==> src/rtl/fmap_bram_reader_pkg.sv <==
// Shared constants and types for the feature-map BRAM read-side sequencer.
package fmap_pkg;

  localparam int NUM_BANK = 16;
  localparam int ADDR_W   = 9;
  localparam int DATA_W   = 128;
  localparam int BANK_W   = $clog2(NUM_BANK);

  typedef struct packed {
    logic [BANK_W-1:0] bank;
    logic [ADDR_W-1:0] addr;
    logic              last;
  } tag_t;

  typedef enum logic [1:0] {
    ST_IDLE,
    ST_ISSUE,
    ST_DRAIN,
    ST_DONE
  } rd_state_t;

endpackage

==> src/rtl/fmap_bram_reader_sync_fifo_tagged.sv <==
// Small synchronous FIFO with occupancy count; holds read data plus its tag.
module sync_fifo_tagged #(
  parameter int DEPTH = 4,
  parameter int WIDTH = 8,
  parameter int CNT_W = $clog2(DEPTH + 1)
) (
  input  logic             clk,
  input  logic             rstn,
  input  logic             i_push,
  input  logic [WIDTH-1:0] i_data,
  input  logic             i_pop,
  output logic [WIDTH-1:0] o_data,
  output logic             o_empty,
  output logic [CNT_W-1:0] o_count
);

  localparam int PTR_W = (DEPTH > 1) ? $clog2(DEPTH) : 1;

  logic [WIDTH-1:0] r_mem [DEPTH];
  logic [PTR_W-1:0] r_wr_ptr;
  logic [PTR_W-1:0] r_rd_ptr;
  logic [CNT_W-1:0] r_count;
  logic             w_full;
  logic             w_do_push;
  logic             w_do_pop;

  assign o_empty   = (r_count == '0);
  assign w_full    = (r_count == CNT_W'(DEPTH));
  assign w_do_pop  = i_pop && !o_empty;
  // A push into a full FIFO is accepted only when a pop frees the slot this cycle.
  assign w_do_push = i_push && (!w_full || w_do_pop);
  assign o_data    = r_mem[r_rd_ptr];
  assign o_count   = r_count;

  always_ff @(posedge clk or negedge rstn) begin
    if (!rstn) begin
      for (int unsigned i = 0; i < DEPTH; i++) begin
        r_mem[i] <= '0;
      end
      r_wr_ptr <= '0;
      r_rd_ptr <= '0;
      r_count  <= '0;
    end else begin
      if (w_do_push) begin
        r_mem[r_wr_ptr] <= i_data;
        r_wr_ptr        <= (r_wr_ptr == PTR_W'(DEPTH - 1)) ? '0 : r_wr_ptr + PTR_W'(1);
      end
      if (w_do_pop) begin
        r_rd_ptr <= (r_rd_ptr == PTR_W'(DEPTH - 1)) ? '0 : r_rd_ptr + PTR_W'(1);
      end
      r_count <= r_count + CNT_W'(w_do_push) - CNT_W'(w_do_pop);
    end
  end

endmodule

==> src/rtl/fmap_bram_reader.sv <==
// Walks all banks/addresses of the feature-map BRAM through port B and streams
// tagged 128-bit words to the datapath over a valid/ready handshake.
module fmap_bram_reader #(
  parameter int NUM_BANK   = fmap_pkg::NUM_BANK,
  parameter int ADDR_W     = fmap_pkg::ADDR_W,
  parameter int NUM_WORDS  = 128,
  parameter int DATA_W     = fmap_pkg::DATA_W,
  parameter int READ_LAT   = 1,
  parameter int FIFO_DEPTH = 4
) (
  input  logic                clk,
  input  logic                rstn,
  input  logic                iStart,
  output logic [NUM_BANK-1:0] o_enb,
  output logic [ADDR_W-1:0]   o_addrb,
  input  logic [DATA_W-1:0]   i_dob,
  output logic [DATA_W-1:0]   oData,
  output logic [3:0]          oBank,
  output logic [ADDR_W-1:0]   oAddr,
  output logic                oLast,
  output logic                oValid,
  input  logic                iReady,
  output logic                oBusy,
  output logic                oDone
);

  import fmap_pkg::*;

  typedef struct packed {
    logic [3:0]        bank;
    logic [ADDR_W-1:0] addr;
    logic              last;
  } rd_tag_t;

  localparam int TAG_W = $bits(rd_tag_t);
  localparam int CNT_W = $clog2(FIFO_DEPTH + 1);
  localparam int INF_W = $clog2(READ_LAT + 2);

  rd_state_t           r_state;
  logic [3:0]          r_bank_cnt;
  logic [ADDR_W-1:0]   r_addr_cnt;
  logic [READ_LAT:0]   r_pipe_v;
  rd_tag_t             r_pipe_tag [READ_LAT+1];

  logic [INF_W-1:0]        w_inflight;
  logic [CNT_W-1:0]        w_fifo_count;
  logic                    w_fifo_empty;
  logic                    w_pop;
  logic                    w_credit_ok;
  logic                    w_issue;
  logic                    w_addr_wrap;
  logic                    w_last_rd;
  logic                    w_drain_done;
  rd_tag_t                 w_cur_tag;
  rd_tag_t                 w_head_tag;
  logic [DATA_W+TAG_W-1:0] w_push_data;
  logic [DATA_W+TAG_W-1:0] w_head;

  always_comb begin
    w_inflight = '0;
    for (int unsigned i = 0; i <= READ_LAT; i++) begin
      w_inflight = w_inflight + INF_W'(r_pipe_v[i]);
    end
  end

  assign w_pop       = oValid && iReady;
  // Credit covers words already buffered plus reads still in the BRAM pipe.
  assign w_credit_ok = (32'(w_fifo_count) + 32'(w_inflight)) < (32'(FIFO_DEPTH) + 32'(w_pop));
  assign w_issue     = ((r_state == ST_ISSUE) || ((r_state == ST_IDLE) && iStart)) && w_credit_ok;
  assign w_addr_wrap = (r_addr_cnt == ADDR_W'(NUM_WORDS - 1));
  assign w_last_rd   = w_addr_wrap && (r_bank_cnt == 4'(NUM_BANK - 1));
  assign w_cur_tag   = '{bank: r_bank_cnt, addr: r_addr_cnt, last: w_last_rd};

  // Done is flagged on the edge that pops the final word, so oDone follows it directly.
  assign w_drain_done = (w_inflight == '0) &&
                        ((w_fifo_count == '0) || ((w_fifo_count == CNT_W'(1)) && w_pop));

  always_ff @(posedge clk or negedge rstn) begin
    if (!rstn) begin
      r_pipe_v <= '0;
      for (int unsigned i = 0; i <= READ_LAT; i++) begin
        r_pipe_tag[i] <= '0;
      end
    end else begin
      r_pipe_v[0]   <= w_issue;
      r_pipe_tag[0] <= w_cur_tag;
      for (int unsigned i = 1; i <= READ_LAT; i++) begin
        r_pipe_v[i]   <= r_pipe_v[i-1];
        r_pipe_tag[i] <= r_pipe_tag[i-1];
      end
    end
  end

  assign w_push_data = {i_dob, r_pipe_tag[READ_LAT]};

  sync_fifo_tagged #(
    .DEPTH (FIFO_DEPTH),
    .WIDTH (DATA_W + TAG_W)
  ) u_out_fifo (
    .clk     (clk),
    .rstn    (rstn),
    .i_push  (r_pipe_v[READ_LAT]),
    .i_data  (w_push_data),
    .i_pop   (w_pop),
    .o_data  (w_head),
    .o_empty (w_fifo_empty),
    .o_count (w_fifo_count)
  );

  assign w_head_tag = w_head[TAG_W-1:0];
  assign oData      = w_head[TAG_W +: DATA_W];
  assign oBank      = w_head_tag.bank;
  assign oAddr      = w_head_tag.addr;
  assign oLast      = w_head_tag.last;
  assign oValid     = !w_fifo_empty;

  always_ff @(posedge clk or negedge rstn) begin
    if (!rstn) begin
      r_state    <= ST_IDLE;
      o_enb      <= '0;
      o_addrb    <= '0;
      r_bank_cnt <= '0;
      r_addr_cnt <= '0;
      oBusy      <= 1'b0;
      oDone      <= 1'b0;
    end else begin
      oDone <= 1'b0;
      o_enb <= '0;
      if (w_issue) begin
        o_enb   <= NUM_BANK'(1) << r_bank_cnt;
        o_addrb <= r_addr_cnt;
        if (w_last_rd) begin
          r_bank_cnt <= '0;
          r_addr_cnt <= '0;
        end else if (w_addr_wrap) begin
          r_bank_cnt <= r_bank_cnt + 4'd1;
          r_addr_cnt <= '0;
        end else begin
          r_addr_cnt <= r_addr_cnt + ADDR_W'(1);
        end
      end
      case (r_state)
        ST_IDLE: begin
          if (w_issue) begin
            oBusy   <= 1'b1;
            r_state <= w_last_rd ? ST_DRAIN : ST_ISSUE;
          end
        end
        ST_ISSUE: begin
          if (w_issue && w_last_rd) begin
            r_state <= ST_DRAIN;
          end
        end
        ST_DRAIN: begin
          if (w_drain_done) begin
            oDone   <= 1'b1;
            oBusy   <= 1'b0;
            r_state <= ST_DONE;
          end
        end
        ST_DONE: begin
          r_state <= ST_IDLE;
        end
        default: begin
          r_state <= ST_IDLE;
        end
      endcase
    end
  end

endmodule

==> config.mk <==
export PLATFORM = sky130hd
export DESIGN_NAME = fmap_bram_reader
export DESIGN_NICKNAME = d
export VERILOG_FILES = /design/src/rtl/fmap_bram_reader_pkg.sv /design/src/rtl/fmap_bram_reader_sync_fifo_tagged.sv /design/src/rtl/fmap_bram_reader.sv
export SDC_FILE = /design/constraint.sdc
export NUM_CORES = 1
export LEC_CHECK = 0
export CORE_ASPECT_RATIO = 0.9
export CORE_MARGIN = 2
export CORE_UTILIZATION = 45
export DETAILED_ROUTE_END_ITERATION = 10
export PLACE_DENSITY = 0.67
export SYNTH_ARGS = -nofsm -noshare
export SYNTH_HDL_FRONTEND = slang
export SYNTH_SLANG_ARGS = --single-unit
export TNS_END_PERCENT = 50
==> constraint.sdc <==
create_clock -name clk -period 2.4 [get_ports clk]
set_input_delay 0.36 -clock clk [delete_from_list [all_inputs] [get_ports clk]]
set_output_delay 0.36 -clock clk [all_outputs]
set_load 0.01 [all_outputs]
-- Word-level counts from Yosys, hierarchy flattened
Index checks and enable logic that the tools add are counted.
- muxes and demuxes: 23
- bitwise gates (word level): 2
- reduce and logical (&&, ||, !) cells: 23
- $lt $le $gt $ge: 4
- shifts and indexed selects: 1
- eq/ne operators: 12
- add/sub/neg operators: 9
- operators by type and width (operator ; count):
    $bwmux W568 ; 1
    $mux W142 ; 3
    $bmux W142 S2 ; 1
    $demux W142 S2 ; 1
    $mux W9 ; 2
    $mux W16 ; 1
    $shl A1 B4 Y16 const A ; 1
    $mux W2 ; 6
    $logic_and A1 B1 Y1 ; 10
    $add A9 B1 Y9 const B ; 1
    $eq A9 B7 Y1 const B ; 1
    $eq A2 B2 Y1 const B ; 4
    $mux W4 ; 2
    $pmux W2 S4 ; 1
    $ge A3 B3 Y1 const B ; 2
    $not A2 Y3 ; 2
    $reduce_and A3 Y1 ; 2
    $add A2 B1 Y2 const B ; 2
    $add A3 B1 Y4 const A ; 1
    $add A3 B2 Y4 ; 1
    $add A4 B1 Y4 const B ; 1
    $eq A4 B4 Y1 const B ; 1
    $logic_not A2 Y1 ; 2
    $lt A4 B4 Y1 ; 1
    other kinds (16) ; 24
- input bits: 132
- output and inout port bits: 170
- flip-flop bits (word level): 647

-- Longest topological paths before layout
Gate-level depths: netlist of run 1.
- depth in word-level cells: 9
- mapped depth: 11
- depth with buffers taken out: 10

-- Cells and area by module
A second synthesis of run 1 with hierarchy kept.
- cells, all modules: 1606
- area, all modules: 27584.0 µm²
- by module, submodules not included (module ; instances ; sequential area each (µm²) ; area an instance (µm²) ; cells an instance):
    sync_fifo_tagged ; 1 ; 14388.8 ; 24895.1 ; 1411
    fmap_bram_reader ; 1 ; 1801.7 ; 2688.8 ; 195

-- Worst setup path after synthesis of run 1
No wires, ideal clock.
- path kind: register to register
- start: register r_pipe_v[0]
- end: register r_addr_cnt[7]
- clock period less this slack: 2477 ps
- setup time: 126 ps
- data arrival time: 2351 ps
- data required time: 2274 ps
- cell stages (with the launch flop): 12
- path slack: -77 ps
- path through: dfrtp_1 inv_1 ha_1 ha_1 fa_1 nor3b_1 o22a_1 nand2_1 inv_1 clkbuf_1 nand4_1 mux2i_1
- cells in the longest elaborated chain, start to end: 4
- RTL lines (what ; line ; RTL):
    start: declaration ; fmap_bram_reader.sv:42 ; logic [READ_LAT:0] r_pipe_v;
    start signal: assignment ; fmap_bram_reader.sv:85 ; r_pipe_v[0] <= w_issue;
    start signal: indexed assignment ; fmap_bram_reader.sv:88 ; r_pipe_v[i] <= r_pipe_v[i-1];
    $add A1 B1 Y2 ; fmap_bram_reader.sv:62 ; w_inflight = w_inflight + INF_W'(r_pipe_v[i]);
    $add A3 B2 Y4 ; fmap_bram_reader.sv:68 ; assign w_credit_ok = (32'(w_fifo_count) + 32'(w_inflight)) < (32'(FIFO_DEPTH) + 32'(w_pop));
    $lt A4 B4 Y1 ; fmap_bram_reader.sv:68 ;
    $logic_and A1 B1 Y1 ; fmap_bram_reader.sv:69 ; assign w_issue = ((r_state == ST_ISSUE) || ((r_state == ST_IDLE) && iStart)) && w_credit_ok;
    end signal: assignment ; fmap_bram_reader.sv:139 ; r_addr_cnt <= r_addr_cnt + ADDR_W'(1);
    end: declaration ; fmap_bram_reader.sv:41 ; logic [ADDR_W-1:0] r_addr_cnt;
Every way passes these cells.
A chain may end at the register's enable or synchronous reset.

-- Worst setup path in the final report of run 1
- start: register u_out_fifo.r_rd_ptr[0]
- end: output oData[70]
- cells in the longest elaborated chain, start to end: 4
- RTL lines (what ; line ; RTL):
    start: declaration ; fmap_bram_reader_sync_fifo_tagged.sv:21 ; logic [PTR_W-1:0] r_rd_ptr;
    start signal: assignment ; fmap_bram_reader_sync_fifo_tagged.sv:49 ; r_rd_ptr <= (r_rd_ptr == PTR_W'(DEPTH - 1)) ? '0 : r_rd_ptr + PTR_W'(1);
    $not A2 Y3 (implied by the code) ; fmap_bram_reader_sync_fifo_tagged.sv:32 ; assign o_data = r_mem[r_rd_ptr];
    $bmux W142 S2 ; fmap_bram_reader_sync_fifo_tagged.sv:32 ;
    $mux W142 (implied by the code) (2 in a row) ; fmap_bram_reader_sync_fifo_tagged.sv:32 ;
    end: declaration ; fmap_bram_reader.sv:17 ; output logic [DATA_W-1:0] oData,
Every way passes these cells. The select of a mux whose other input is x is not followed.

==> results of run 1 <==
[what timing repair did]
action	4_1_cts	5_1_grt
gates cloned	9	3
setup endpoints to repair	183	183
pin swaps	4	5
endpoints found under the hold margin	37	0
buffers inserted	22	17
resized for setup	648	123
hold buffers	1	0
[worst register-to-register path, delay by kind of cell, from the launching register on]
kind	cells	cell delay [ns]
buf+inv	2	0.18
compound gates	3	0.62
simple gates	2	0.28
flops	1	0.35
fa+ha+maj	3	0.94
[routing by layer]
layer	wire, um	track usage (%)	share of wire, %	vias up
met1	27900	27.6	44	8394
met5	26	0	0.041	-
li1	-	-	-	6879
met4	1320	5.27	2.1	4
met2	31700	33.6	50	303
met3	2870	4.76	4.5	92
[report_power, final]
group	internal [mW]	leakage [nW]	switching (mW)
clock network	6.56	1.17	4.35
logic	13.1	6.66	8.97
registers	15.7	7.97	2.38
[cells in the final DEF (no fill, tap or decap), types with 5 or more instances in the layout]
cell	n
a21oi_1	5
and3_1	17
buf_12	52
buf_16	11
buf_2	30
buf_4	54
buf_6	110
buf_8	6
bufinv_16	5
clkbuf_1	14
clkbuf_16	75
clkbuf_2	13
clkbuf_8	16
clkdlybuf4s50_1	158
clkinv_2	14
dfrtp_1	645
ha_1	20
inv_1	20
mux2_1	320
mux2_2	250
mux4_2	142
nand2_1	35
nor2_1	12
[layout make-up]
cell class / count / area, um2 / share of cell area (%)
flip-flops and latches: 647 / 16200 / 45.8
multi-input cells: 863 / 10800 / 30.5
repair buffers: 438 / 4960 / 14.0
clock buffers: 102 / 2070 / 5.86
well taps: 792 / 991 / 2.80
clock inverters: 25 / 280 / 0.792
inverters: 22 / 82.6 / 0.233
diodes: 3 / 7.51 / 0.0212
[worst max path at each step]
stage                                       from  slack, ns            end  depth (start not counted)
after floorplan                      r_pipe_v[0]       0.01  r_addr_cnt[7]                         11
after global placement               r_pipe_v[0]      -0.14  r_addr_cnt[8]                         10
after detailed placement             r_pipe_v[0]      -0.18  r_addr_cnt[8]                         10
after CTS                 u_out_fifo.r_rd_ptr[0]      -0.28      oData[15]                          5
after global routing      u_out_fifo.r_rd_ptr[0]      -0.28      oData[53]                          6
final                     u_out_fifo.r_rd_ptr[0]      -0.22      oData[70]                          6
[registers in the layout (all words and copies together) (netlist names), 2 cells and up]
register and flops:
o_enb 16, u_out_fifo.r_wr_ptr 2, r_pipe_v 2, u_out_fifo.o_count 3, r_state 2, r_pipe_tag 28
r_bank_cnt 4, u_out_fifo.r_rd_ptr 2, r_addr_cnt 9, u_out_fifo.r_mem 568, o_addrb 9
[cells by family after synthesis]
kind of cell | count (synthesis) | share of synthesized area [%]
xor+xnor | 7 | 0.222
mux | 713 | 34.9
buf+inv | 121 | 2.81
simple gates | 90 | 1.61
fa+ha+maj | 23 | 1.10
compound gates | 30 | 0.725
flops | 647 | 58.7
==> results.cfg, run 1 <==
[die]
chipHeight_um = 239
core_area_mm2 = 0.0609
die_area_mm2 = 0.0633
pin_count = 302
die_w_um = 265
rows = 86
start_util_pct = 45.3

[sta]
period_share_pct = 109
rsz0062_at_grt = true
whs_ns = 0.318
fin_skew_ns = 0.0267
fin_setup_tns_ns = -15.69
hold_violations = 0
timing.fmax_mhz = 382
maxSlewViolCount = 0
relSlewSlack_pct = 64.2
worst_pin_slew_ns = 0.537
setup_viol = 144
worst_slack_ns = -0.220
fin_crit_ns = 2.62

[final_layout]
drive_above_1_share_pct = 38.6
stdcell_area_mm2 = 0.0354
syn2layout_area_growth_pct = 28.2
nets = 2196
fin_cells = 2892
final_util_pct = 58.1
fillers = 4611

[placed_design]
dpl-instance-area_mm2 = 0.0322
place_hpwl_um = 40700
port_buffers = 301
dp.cells = 2716
gp_congestion = 0.783
pre_cts_slack_ns = -0.180

[logic_synthesis]
synth-seq-cells = 647
yosysMostFrequentCell = dfrtp_1
synth-seq-area-share_pct = 58.7
syn-instance-count = 1631
synth_area_leader_cell = dfrtp_1
yosys.area.top_type_share_pct = 58.7
synth_common_cells = dfrtp_1 (647), mux2_1 (320), mux2_2 (250)
synth_cell_types = 41
synth-edff-count = 0
syn_area_mm2 = 0.0276
synthFlopType = dfrtp_1
yosysWarnings = 0
async_flop_share_pct = 100
netlist_top_cells_area = dfrtp_1 (59%), mux2_1 (13%), mux4_2 (12%), mux2_2 (10%), buf_6 (1.5%)
syn-num-nets = 1786
syn_avg_cell_area_um2 = 16.9

[critical_path]
cp_slowest_stage_delay_ns = 0.52
worst-path-buf-inv = 5
rr_worst_depth = 10
cp.required_ns = 2.04
r2r_start = r_pipe_v[0]
r2r_end = r_state[0]
crit_path_top_delay_cell = dfrtp_4
crit_type = reg2out
startpoint_type = flop
end_kind = output pin
critPathArrivalTime_ns = 2.26
reg2reg_slack_ns = -0.08
path_cells = buf_12, buf_12, buf_16, buf_6, mux4_2, buf_6
crit_fanout = 6
crit_family = buffers and inverters

[route]
wire_per_inst_um = 22.1
drc_errors = 0
finalWirelength_um = 63800
viasPerCell = 5.42
ant_nets = 0
firstDrtPassIters = 4
vias = 15700
drt_iter0_markers = 682

[run_status]
status = finished, violations left
violations = negative setup slack

[cts]
cts.sinks = 647
clkSlewWorstSetupHoldPaths_ns = 0.06
clock_latency_ns = 0.60
cts_made_buffers = 69
cts_max_level = 3
cts_tree = done
cts_buffer_depth = 3
clock-root-buffer = clkbuf_16

[hold_path]
hold_class = in2async

[global_route]
first_global_vias = 17000
grt_pass1_wl_um = 100000
track_usage_pct = 20.4
grt_max_degree = 80
antenna_found_initial = 5
overflow = 0

[job]
maxCapViolations = 0

[power]
p_leak_nw = 15.8
peakVddDrop_mv = 0.781
powerDensity_mw_per_mm2 = 1440
finalPower_mw = 51.0
Note: power is estimated with default switching activity, not from simulation.
==> inputs of run 2 (changes only) <==
- CORE_MARGIN: 2 -> 1
==> run 2 against run 1 <==
  * Critical path type unchanged
  * Largest power group unchanged
  * Routed wire length is 1.9% lower
  * Sequential power about the same
  * Clock power shrank 5%
  * Clock skew down 0.0030 ns
  * Highest routed layer unchanged
  * Critical endpoint is now oData[64]
  * Design area shrank 1.5%
  * The run still ends with negative setup slack left
==> results.cfg, run 2 (synthesis results as in run 1) <==
[cts]
cts_made_buffers = 68
clock-root-buffer = clkbuf_16
cts_max_level = 3
clock_latency_ns = 0.60
cts_tree = done
cts_buffer_depth = 3
clkSlewWorstSetupHoldPaths_ns = 0.06
cts.sinks = 647

[die]
pin_count = 302
core_area_mm2 = 0.0602
start_util_pct = 45.9
die_area_mm2 = 0.0623
chipHeight_um = 237
rows = 85
die_w_um = 263

[global_route]
overflow = 0
grt_pass1_wl_um = 99800
track_usage_pct = 20.6
grt_max_degree = 89
first_global_vias = 17300
antenna_found_initial = 3

[route]
drt_iter0_markers = 667
drc_errors = 0
finalWirelength_um = 62600
firstDrtPassIters = 4
ant_nets = 0
wire_per_inst_um = 21.9
vias = 15500
viasPerCell = 5.43

[critical_path]
path_cells = buf_16, buf_12, mux4_2, clkdlybuf4s50_1
crit_fanout = 12
rr_worst_depth = 9
crit_path_top_delay_cell = dfrtp_4
end_kind = output pin
critPathArrivalTime_ns = 2.45
cp.required_ns = 2.04
crit_type = reg2out
startpoint_type = flop
cp_slowest_stage_delay_ns = 0.49

[run_status]
violations = negative setup slack
status = finished, violations left

[sta]
relSlewSlack_pct = 67.8
worst_slack_ns = -0.414
timing.fmax_mhz = 355
maxSlewViolCount = 0
setup_viol = 155
worst_pin_slew_ns = 0.484
hold_violations = 0
rsz0062_at_grt = true
fin_setup_tns_ns = -19.43
fin_skew_ns = 0.0237
fin_crit_ns = 2.81
period_share_pct = 117

[final_layout]
final_common_cell = dfrtp_1
largest_reg_flops = 568
n_antenna_cell = 0
stdcell_area_mm2 = 0.0349
syn2layout_area_growth_pct = 26.3
nets = 2184
reg_top3 = u_out_fifo.r_mem: 568 flops, r_pipe_tag: 28 flops, o_enb: 16 flops
top_register = u_out_fifo.r_mem
drive_above_1_share_pct = 33.8
layout_common_cells = dfrtp_1 (645), mux2_1 (320), mux2_2 (250)

[placed_design]
port_buffers = 301
dpl-instance-area_mm2 = 0.0324
place_hpwl_um = 41200
gp_congestion = 0.769

[power]
powerDensity_mw_per_mm2 = 1390
p_leak_nw = 16.2
peakVddDrop_mv = 0.672

[job]
maxCapViolations = 0

[hold_path]
hold_class = in2async
## run 2: cell count changes in the layout (fill, tap and decap cells not counted), moves of 5 or more
| cell | change |
|---|---|
| buf_6 | -92 |
| buf_2 | -8 |
| buf_16 | -7 |
| buf_4 | +8 |
| dlymetal6s2s_1 | +68 |
| buf_12 | -5 |
| clkbuf_2 | +20 |
| o21ai_0 | +5 |
## run 2: worst max-delay path, delay by kind of cell (launching register included)
kind	cells	cell delay [ns]
buf+inv	3	0.87
flops	1	0.49
mux	1	0.49
## run 2: metrics by stage
stage | hold slack, ns | setup WS (ns) | utilization, % | power [mW] | std cells
after detailed placement | 0.308 | -0.233 | 53.8 | 38.9 | 2722
final | 0.268 | -0.414 | 57.9 | 48.4 | 2859
after CTS | 0.248 | -0.569 | 57.4 | 49.2 | 2840
after floorplan | 0.0644 | 0.0140 | - | 29.3 | 1631
after global routing | 0.268 | -0.509 | 57.9 | 51.2 | 2859
after global placement | 0.307 | -0.167 | 53.8 | 38.2 | 2722
## run 2: layer usage
layer	vias up	part of all wire, %	track usage (%)
li1	6840	-	-
met1	8325	44	27.6
met2	280	50	34.2
met3	78	4.5	4.06
met4	6	1.8	5.71
met5	-	0.050	0
## run 2: cell type report
cell class / count / area (um2)
Clock buffer: 98 / 1990
Clock inverter: 19 / 235
Fill cell: 4641 / 25300
Inverter: 22 / 85.1
Multi-Input combinational cell: 863 / 10700
Sequential cell: 647 / 16200
Tap cell: 783 / 980
Timing Repair Buffer: 427 / 4650
## run 2: final timing paths
kind,slack (ns),from,endpoint
min,0.27,rstn,o_enb[0]
max in group asynchronous,1.21,rstn,u_out_fifo.r_mem[52]
min reg2reg,0.35,r_pipe_tag[14],r_pipe_tag[0]
min in group clk,0.35,r_pipe_tag[14],r_pipe_tag[0]
max,-0.41,u_out_fifo.r_rd_ptr[0],oData[64]
max reg2reg,-0.16,r_pipe_v[0],r_bank_cnt[1]
## run 2: what timing repair did
action | 4_1_cts | 5_1_grt
buffers inserted | 0 | 15
resized for setup | 125 | 199
setup endpoints to repair | 184 | 185
gates cloned | 0 | 4
pin swaps | 0 | 1
hold buffers | 1 | 0
endpoints found under the hold margin | 30 | 0
## run 2: power by group
part           switching [mW]  total, mW  internal [mW]
clock                    4.25       10.4           6.19
sequential               2.36       18.0           15.7
combinational            8.33       19.9           11.6
==> inputs of run 3 (changes only) <==
- PLACE_DENSITY: 0.67 -> 0.64
- clock period: 2.4 -> 2.85 ns (I/O delays scaled with it)
==> run 3 against run 2 <==
  * The flow now finishes without violations
  * Routed wire length fell by 1.5%
  * Design area is 0.60% lower
  * Combinational power shrank 19%
  * First-iteration DRC count is 6.6% higher
  * Sequential share of layout area increased by 0.28 points
  * Register-to-register slack better by 0.37 ns
  * Utilization decreased by 0.35 points
  * Total power is 16% lower
  * Sequential cell count stayed put
  * Clock power down 12%
  * Worst hold slack gained 0.080 ns
  * Largest power group unchanged
==> results.cfg, run 3 (synthesis results as in run 1) <==
[hold_path]
hold_start = r_pipe_tag[14]
hold_end = r_pipe_tag[0]
hold_depth = 0
hold_class = reg2reg

[sta]
fin_skew_ns = 0.0165
setup_viol = 0
period_share_pct = 99.2
relSlewSlack_pct = 61.0
hold_violations = 0
fin_crit_ns = 2.83
maxSlewViolCount = 0
timing.fmax_mhz = 354
rsz0062_at_grt = true
whs_ns = 0.348
worst_pin_slew_ns = 0.585

[die]
chipHeight_um = 237
pin_count = 302
die_area_mm2 = 0.0623
start_util_pct = 45.9
rows = 85
die_w_um = 263
core_area_mm2 = 0.0602

[route]
vias = 15400
drc_errors = 0
viasPerCell = 5.41
finalWirelength_um = 61700
ant_nets = 0
wire_per_inst_um = 21.7
firstDrtPassIters = 4
drt_iter0_markers = 711

[final_layout]
multiInputGateArea_mm2 = 0.0107
fillers = 4722
final_util_pct = 57.6
largest_reg_flops = 568
register_area_mm2 = 0.0162
layout_common_cells = dfrtp_1 (645), mux2_1 (320), mux2_2 (250)
syn2layout_area_growth_pct = 25.5
nets = 2159
reg_top3 = u_out_fifo.r_mem: 568 flops, r_pipe_tag: 28 flops, o_enb: 16 flops
drive_above_1_share_pct = 30.5
final_common_cell = dfrtp_1
top_register = u_out_fifo.r_mem

[critical_path]
crit_path_top_delay_cell = mux4_2
cp.required_ns = 2.42
crit_type = reg2out
path_cells = buf_16, buf_4, buf_4, mux4_2, dlygate4sd2_1
rr_worst_depth = 10
critPathArrivalTime_ns = 2.40
startpoint_type = flop
crit_top_cell = buf_4
end_kind = output pin
reg2reg_slack_ns = 0.21
r2r_end = r_addr_cnt[8]
crit_fanout = 9
r2r_start = r_pipe_v[0]
cp_slowest_stage_delay_ns = 0.52

[cts]
cts_buffer_depth = 3
clock-root-buffer = clkbuf_16
cts_made_buffers = 71
cts_max_level = 3
clock_latency_ns = 0.60
cts.sinks = 647
clkSlewWorstSetupHoldPaths_ns = 0.06
cts_tree = done

[global_route]
antenna_found_initial = 3
first_global_vias = 16900
overflow = 0
grt_pass1_wl_um = 98500
track_usage_pct = 20.3
grt_max_degree = 104

[job]
maxCapViolations = 0

[power]
powerDensity_mw_per_mm2 = 1170
peakVddDrop_mv = 0.591
p_leak_nw = 15.8

[placed_design]
port_buffers = 301
place_hpwl_um = 39900
gp_congestion = 0.762

[run_status]
status = finished clean
run 3: cell types whose count changed in the layout (fill, tap and decap cells not counted), moves of 14 or more:
cell and change:
clkdlybuf4s15_1 +14, buf_4 -21, clkbuf_2 -15, dlygate4sd2_1 +64, buf_2 -18, dlymetal6s2s_1 -30
run 3: critical path, delay by kind of cell (launching register included):
| kind | cells | cell delay, ns |
|---|---|---|
| buf+inv | 4 | 0.80 |
| flops | 1 | 0.47 |
| mux | 1 | 0.52 |
run 3: how the worst max path moves through the flow:
stage,startpoint,endpoint,slack [ns],cells past startpoint
final,u_out_fifo.r_rd_ptr[0],oData[81],0.02,5
after global routing,u_out_fifo.r_rd_ptr[0],oData[79],-0.06,5
after CTS,u_out_fifo.r_rd_ptr[0],oData[2],-0.18,4
after detailed placement,r_pipe_v[0],r_addr_cnt[8],0.20,10
after global placement,r_pipe_v[0],r_addr_cnt[8],0.27,10
after floorplan,r_pipe_v[0],r_addr_cnt[7],0.37,11
run 3: cell type report:
class / instances / area share, %
multi-input combinational: 863 / 30.9
antenna: 3 / 0.0217
inverter: 22 / 0.238
timing repair buffer: 399 / 12.6
clock inverter: 22 / 0.672
sequential: 647 / 46.8
clock buffer: 107 / 6.07
tap: 783 / 2.83
run 3: report_power, final:
group	internal, mW	total, mW	switching (mW)	leakage, nW
clock network	5.48	9.14	3.66	1.15
registers	13.2	15.2	1.98	7.97
logic	9.30	16.1	6.80	6.70
run 3: metrics by stage:
stage	TNS, ns	setup WS [ns]	total power [mW]	instance area (um2)	instances
6_report	0	0.0242	40.4	34600	2846
5_1_grt	-0.251	-0.0588	42.8	34600	2846
4_1_cts	-5.43	-0.176	40.9	34400	2826
3_5_place_dp	0	0.199	32.3	32000	2688
3_3_place_gp	0	0.272	31.7	32000	2688
2_1_floorplan	0	0.373	24.7	27600	1631
run 3: routing by layer:
metal / routed length (um) / GRT usage (%) / vias up
met2: 30600 / 33.8 / 250
met3: 2600 / 4.41 / 87
met4: 1150 / 5.07 / 0
met1: 27300 / 27.1 / 8246
li1: - / - / 6810
met5: 0 / 0 / -
run 3: timing repair:
action | CTS | global route
buffers inserted | 7 | 15
gates resized for setup | 133 | 90
hold buffers | 1 | 0
endpoints found under the setup margin | 142 | 83
endpoints found under the hold margin | 53 | 0
pin swaps | 0 | 0
gates cloned | 1 | 2
